`config.mk`:
```
export PLATFORM = sky130hd
export DESIGN_NAME = memory_stage
export DESIGN_NICKNAME = d
export VERILOG_FILES = /design/src/rtl/memory_stage.sv
export SDC_FILE = /design/constraint.sdc
export NUM_CORES = 1
export LEC_CHECK = 0
export BUFFER_PORTS_ARGS = -buffer_cell sky130_fd_sc_hd__buf_4
export CAP_MARGIN = 0
export CORE_AREA = 2 2 233 235
export CTS_BUF_LIST = sky130_fd_sc_hd__clkbuf_8
export DETAILED_ROUTE_END_ITERATION = 6
export DIE_AREA = 0 0 235 237
export GPL_TIMING_DRIVEN = 0
export PLACE_DENSITY = 0.5
export SYNTH_ARGS = -nofsm -noshare
export SYNTH_HDL_FRONTEND = slang
export SYNTH_SLANG_ARGS = --single-unit
```
`constraint.sdc`:
```
create_clock -name clk -period 2.31 [get_ports clk]
set_input_delay 0.231 -clock clk [delete_from_list [all_inputs] [get_ports clk]]
set_output_delay 0.231 -clock clk [all_outputs]
set_load 0.02 [all_outputs]
```
`src/rtl/memory_stage.sv`:
```
// memory_stage: LEGv8 MEM stage - M register, branch resolve, req/ack data memory FSM, MEM/WB register.
// Optional MISALIGN_CHECK_EN: suppresses memory ops whose address is not 8-byte aligned.
module memory_stage #(
    parameter int N = 64
) (
    input  logic         clk,
    input  logic         reset,
    input  logic [N-1:0] PCBranch_E,
    input  logic [N-1:0] aluResult_E,
    input  logic [N-1:0] writeData_E,
    input  logic         zero_E,
    input  logic         valid_E,
    input  logic         MemRead_E,
    input  logic         MemWrite_E,
    input  logic         Branch_E,
    input  logic         RegWrite_E,
    input  logic         MemtoReg_E,
    input  logic [4:0]   rd_E,
    output logic         stall_M,
    output logic         PCSrc_M,
    output logic [N-1:0] PCBranch_M,
    output logic         dm_req,
    output logic         dm_we,
    output logic [N-1:0] dm_addr,
    output logic [N-1:0] dm_wdata,
    input  logic         dm_ack,
    input  logic [N-1:0] dm_rdata,
    output logic         valid_W,
    output logic         RegWrite_W,
    output logic         MemtoReg_W,
    output logic [4:0]   rd_W,
    output logic [N-1:0] aluResult_W,
    output logic [N-1:0] readData_W,
    output logic         misalign_M
);
    typedef enum logic {IDLE, REQ} state_t;
    state_t state_q, state_d;
    logic valid_q, mem_read_q, mem_write_q, branch_q, reg_write_q, mem_to_reg_q, zero_q;
    logic [4:0] rd_q;
    logic [N-1:0] alu_q, wdata_q, pcb_q;
    logic misalign_e, misalign_m;
`ifdef MISALIGN_CHECK_EN
    assign misalign_e = valid_E & (MemRead_E | MemWrite_E) & (aluResult_E[2:0] != 3'd0);
    assign misalign_m = valid_q & (mem_read_q | mem_write_q) & (alu_q[2:0] != 3'd0);
`else
    assign misalign_e = 1'b0;
    assign misalign_m = 1'b0;
`endif
    assign stall_M    = (state_q == REQ) & ~dm_ack;
    assign state_d    = stall_M ? state_q
                      : (valid_E & (MemRead_E | MemWrite_E) & ~misalign_e) ? REQ : IDLE;
    assign dm_req     = (state_q == REQ);
    assign dm_we      = dm_req & mem_write_q;
    assign dm_addr    = alu_q;
    assign dm_wdata   = wdata_q;
    assign PCSrc_M    = valid_q & branch_q & zero_q;
    assign PCBranch_M = pcb_q;
    assign misalign_M = misalign_m;
    // W takes a bubble while stalled or when the M instruction was dropped as misaligned
    always_ff @(posedge clk or negedge reset) begin
        if (!reset) begin
            state_q      <= IDLE;
            valid_q      <= 1'b0;
            mem_read_q   <= 1'b0;
            mem_write_q  <= 1'b0;
            branch_q     <= 1'b0;
            reg_write_q  <= 1'b0;
            mem_to_reg_q <= 1'b0;
            zero_q       <= 1'b0;
            rd_q         <= '0;
            alu_q        <= '0;
            wdata_q      <= '0;
            pcb_q        <= '0;
            valid_W      <= 1'b0;
            RegWrite_W   <= 1'b0;
            MemtoReg_W   <= 1'b0;
            rd_W         <= '0;
            aluResult_W  <= '0;
            readData_W   <= '0;
        end else begin
            state_q <= state_d;
            if (!stall_M) begin
                valid_q      <= valid_E;
                mem_read_q   <= MemRead_E;
                mem_write_q  <= MemWrite_E;
                branch_q     <= Branch_E;
                reg_write_q  <= RegWrite_E;
                mem_to_reg_q <= MemtoReg_E;
                zero_q       <= zero_E;
                rd_q         <= rd_E;
                alu_q        <= aluResult_E;
                wdata_q      <= writeData_E;
                pcb_q        <= PCBranch_E;
            end
            if (stall_M || misalign_m) begin
                valid_W     <= 1'b0;
                RegWrite_W  <= 1'b0;
                MemtoReg_W  <= 1'b0;
                rd_W        <= '0;
                aluResult_W <= '0;
                readData_W  <= '0;
            end else begin
                valid_W     <= valid_q;
                RegWrite_W  <= reg_write_q;
                MemtoReg_W  <= mem_to_reg_q;
                rd_W        <= rd_q;
                aluResult_W <= alu_q;
                readData_W  <= (valid_q & mem_read_q) ? dm_rdata : '0;
            end
        end
    end
endmodule

```
**Word level (Yosys, flattened, before mapping)**

Index checks and enable logic that the tools add are counted.

- Mux-type cells: 8
- Bitwise logic cells: 8

Operators by type and width:

| kind | number |
|---|---|
| $mux 64 | 3 |
| $and 1x1->1 | 6 |
| $mux 5 | 1 |
| $mux 1 | 4 |
| $not 1->1 | 1 |
| $or 1x1->1 | 1 |

- Flip-flop bits (word level): 341
- Input bits: 271

**Longest topological paths before layout**

- Word-level depth: 3
- Depth in mapped cells: 7
- Depth with buffers taken out: 3

**Least setup slack after synthesis**

Ideal clock, no wire load.

- Path type: register to register
- Start point: register state_q (netlist: dm_req)
- End point: register pcb_q[0] (netlist: PCBranch_M[0])
- Arrival: 1.359 ns
- Setup slack: 0.826 ns
- Cell stages (with the launch flop): 7
- Period minus slack after synthesis: 1.484 ns
- Cells stage by stage: dfrtp_1 nand2b_1 buf_4 inv_2 buf_6 buf_6 mux2_2

- Longest elaborated chain between the ends: 1

Ends and longest elaborated chain:

| element | line | source |
|---|---|---|
| start, declared | 37 | `state_t state_q, state_d;` |
| start signal, assigned | 81 | `state_q <= state_d;` |
| $and 1x1->1 | 49 | `assign stall_M = (state_q == REQ) & ~dm_ack;` |
| end signal, assigned | 93 | `pcb_q <= PCBranch_E;` |
| end, declared | 40 | `logic [N-1:0] alu_q, wdata_q, pcb_q;` |

No other way between the ends.
A chain may end at the register's enable or synchronous reset.

**Final worst setup path**

- Start point: register state_q (netlist: dm_req)
- End point: output port stall_M

- Longest elaborated chain between the ends: 1

Ends and longest elaborated chain:

| element | line | source |
|---|---|---|
| $and 1x1->1 | 49 |  |
| end, declared | 19 | `output logic stall_M,` |

No other way between the ends.

==> impl_results.md <==
- Final Max Tran Viols: 0
- Placer Congestion: 0.775
- Post-DP HPWL: about 31000 µm
- Share of cells above drive strength 1: 57.9%
- Post-Route WL: roughly 42000 µm
- Distinct cells, synth: 15
- Tmin final: just over 2 ns
- Core Area: 0.0533 mm²
- CTS Buf Count: 60
- Most used cell, CP: buf_4
- Peak VDD IR: between 0.4 and 0.5 mV
- IO Pins: ~600
- Critical setup path kind: reg -> out
- Worst slew margin: approximately two fifths
- RSZ-0062 raised after global routing: false
- Mux cell area share after synthesis: a little under a fifth
- First-pass GRT wire length: around 64000 µm
- Compound-gate portion of the synthesized area: 0.0402%
- Place WS: about 0.38 ns
- Final ANT Viol Nets: 0
- Max Cap Violations: 0
- FF-to-FF End: readData_W[57]
- Clock slew at reported path FFs: about 0.060 ns
- Die area: between 0.05 and 0.06 mm²
- Die width: 235 µm
- # DRC: 0
- Cell Pwr Density: 739 mW/mm²
- Fill cells: 5018
- Worst Setup End Kind: output pin
- Adder-cell area share of the yosys netlist: 0%
- Die Ht: about 240 µm
- Post-Synth Simple-Gate Area: between 10% and 20%
- Total grt overflow: 0
- Sum Neg Setup Slack: 0 ns
- Number of core rows: 85
- CTS tree: built
- Sequential-to-total area share from yosys stat: between 60% and 70%
- Commonest non-fill, non-tap cell in the layout: buf_4
- Fmax: around 0.48 GHz
- Final Total Pwr: around 16 mW
- Outcome: finished clean
- Via count: 9478
- Leakage: between 10 and 15 nW
- Worst r2r src: valid_q
- Reg2Reg Depth: 3
- Post-Syn Instances: about 730
- Hold Crit Class: in -> async
- Xor/xnor share of the synthesized area: 0%
- Req. time, crit path: between 2 and 2.5 ns
- Syn Nets: between 1000 and 1500
- Clock buffer depth: 3
- Vias/cell: between 3 and 4
- DR iter-0 viols: 260
- Critical-path cell list: nand2b_1, buf_4, inv_4, buf_12, buf_4
- Maximum fanout along the worst path: 28
- Internal: approximately 12 mW
- Total track usage: ~15%
- P_sw: between 4 and 5 mW
- #FFs+latches synth: about 340
- Worst setup slack after layout: about 0.25 ns
- Final Cycle Share: 89.4%
- Final Skew: 0.0126 ns
- First-pass DRT Iterations: 4
- Worst slew pin tran: approximately 0.91 ns
- H-tree level count: 2
- Vias in the first global route: around 11000
- Largest family of logic cells by synthesized area: multiplexers
- Setup-failing EPs final: 0
- Slowest cell on crit path: dfrtp_1
- Drt wl/cell: approximately 18 µm
- Clock tree sinks: roughly 340
- Initial antenna violation count: 4
- Post-Syn Area: 0.0125 mm²
- Mapped Avg Cell Area: approximately 17 µm²
- Area Growth Syn to Fin: 76.0%
- Largest net degree at the start of global routing: 112
- Starting density of the core: a little under a quarter
- Placed insts: around 2000
- Kind of start point of the critical path: flop
- Skew-Pair Late Insertion Delay: 0.63 ns
- Sequential group share of total power: 42.1%
- CP arrival: ~1.8 ns
- Clock power frac: a little over a third
- Clk root buf: clkbuf_8
- Worst R2R Setup Slack: 0.51 ns
- CP max stage delay: between 0.3 and 0.4 ns
- Worst-case hold slack: approximately 0.14 ns
- Final Non-Filler Cells: between 2000 and 2500
- Most frequent cells in the layout: buf_4, dfrtp_1, dlygate4sd3_1
- Logic gate share of total power: 21.7%
- Endpoints failing hold: 0
- Switching part of the total: between 20% and 30%
- PortBufs: approximately 600
- Number of synthesis warnings: 0
- Final net count: between 1500 and 2000
cell families (layout without fill, tap and decap cells):
kind of cell / count (synthesis) / in the layout
compound gates: 1 / 1
buf+inv: 46 / 1028
flops: 341 / 341
mux: 204 / 204
other cells: 1 / 3
simple gates: 141 / 141
registers in the layout, summed over array words and instances (netlist names), 5 cells and up:
register     cells
PCBranch_M      64
aluResult_W     64
dm_addr         64
dm_wdata        64
rd_W             5
rd_q             5
readData_W      64
cell type report:
class | instances | area (µm²) | area share, %
plain buffers | 43 | 345 | 1.58
flip-flops and latches | 341 | 8530 | 38.9
repair buffers | 874 | 7300 | 33.3
well taps | 696 | 871 | 3.97
multi-input cells | 347 | 3560 | 16.2
clock buffers | 84 | 1160 | 5.28
clock inverters | 26 | 139 | 0.634
diodes | 2 | 5.00 | 0.0228
inverters | 1 | 6.26 | 0.0285
power groups by stage:
stage	Clock, mW	Combinational, mW	Sequential, mW
CTS	6.14	3.58	6.81
finish	5.87	3.51	6.81
floorplan	0	0.796	7.56
detailed placement	0	3.19	6.91
global route	6.44	3.73	6.87
global placement	0	3.15	6.89
synthesized netlist by cell type:
library cell / count / area [µm²]
mux2_2: 204 / 2300
buf_2: 8 / 40.0
inv_2: 1 / 3.75
nor3b_1: 5 / 37.5
nor3b_2: 59 / 738
conb_1: 1 / 3.75
nand2b_1: 1 / 6.26
clkbuf_1: 12 / 45.0
and2_1: 73 / 457
dfrtp_1: 341 / 8530
and3_1: 1 / 6.26
buf_6: 23 / 259
o21ai_0: 1 / 5.00
buf_4: 2 / 15.0
nand2_1: 2 / 7.51
metrics by stage:
stage | utilization (%) | cell area, µm²
2_1_floorplan | - | 12500
3_3_place_gp | 33.5 | 17800
3_5_place_dp | 33.7 | 17900
4_1_cts | 41.1 | 21900
5_1_grt | 41.1 | 21900
6_report | 41.1 | 21900
per-layer routing:
| metal | wire, µm | track usage [%] |
|---|---|---|
| met4 | 1100 | 5.16 |
| met1 | 16100 | 17.0 |
| met2 | 21600 | 25.9 |
| met3 | 3520 | 5.15 |
| met5 | 13 | 0 |
worst max-delay path, delay by kind of cell (launching register included):
kind	cells	cell delay [ns]
and+or+nand+nor	1	0.07
buffers and inverters	4	0.71
DFF	1	0.38
worst max path at each step:
| stage | end | cells after the start | slack, ns | startpoint |
|---|---|---|---|---|
| global placement | dm_addr[30] | 1 | -2.43 | reset |
| detailed placement | stall_M | 8 | 0.38 | dm_ack |
| global route | stall_M | 5 | 0.08 | dm_req |
| floorplan | PCBranch_M[0] | 6 | 0.83 | dm_req |
| CTS | stall_M | 5 | 0.10 | dm_req |
| finish | stall_M | 5 | 0.25 | dm_req |
what timing repair did:
action | CTS | global route
gates resized for setup | 3 | 0
endpoints found under the setup margin | 1 | 0
buffers inserted | 0 | 0
hold endpoints to repair | 395 | 0
hold buffers | 269 | 0
Note: power is estimated with default switching activity, not from simulation.
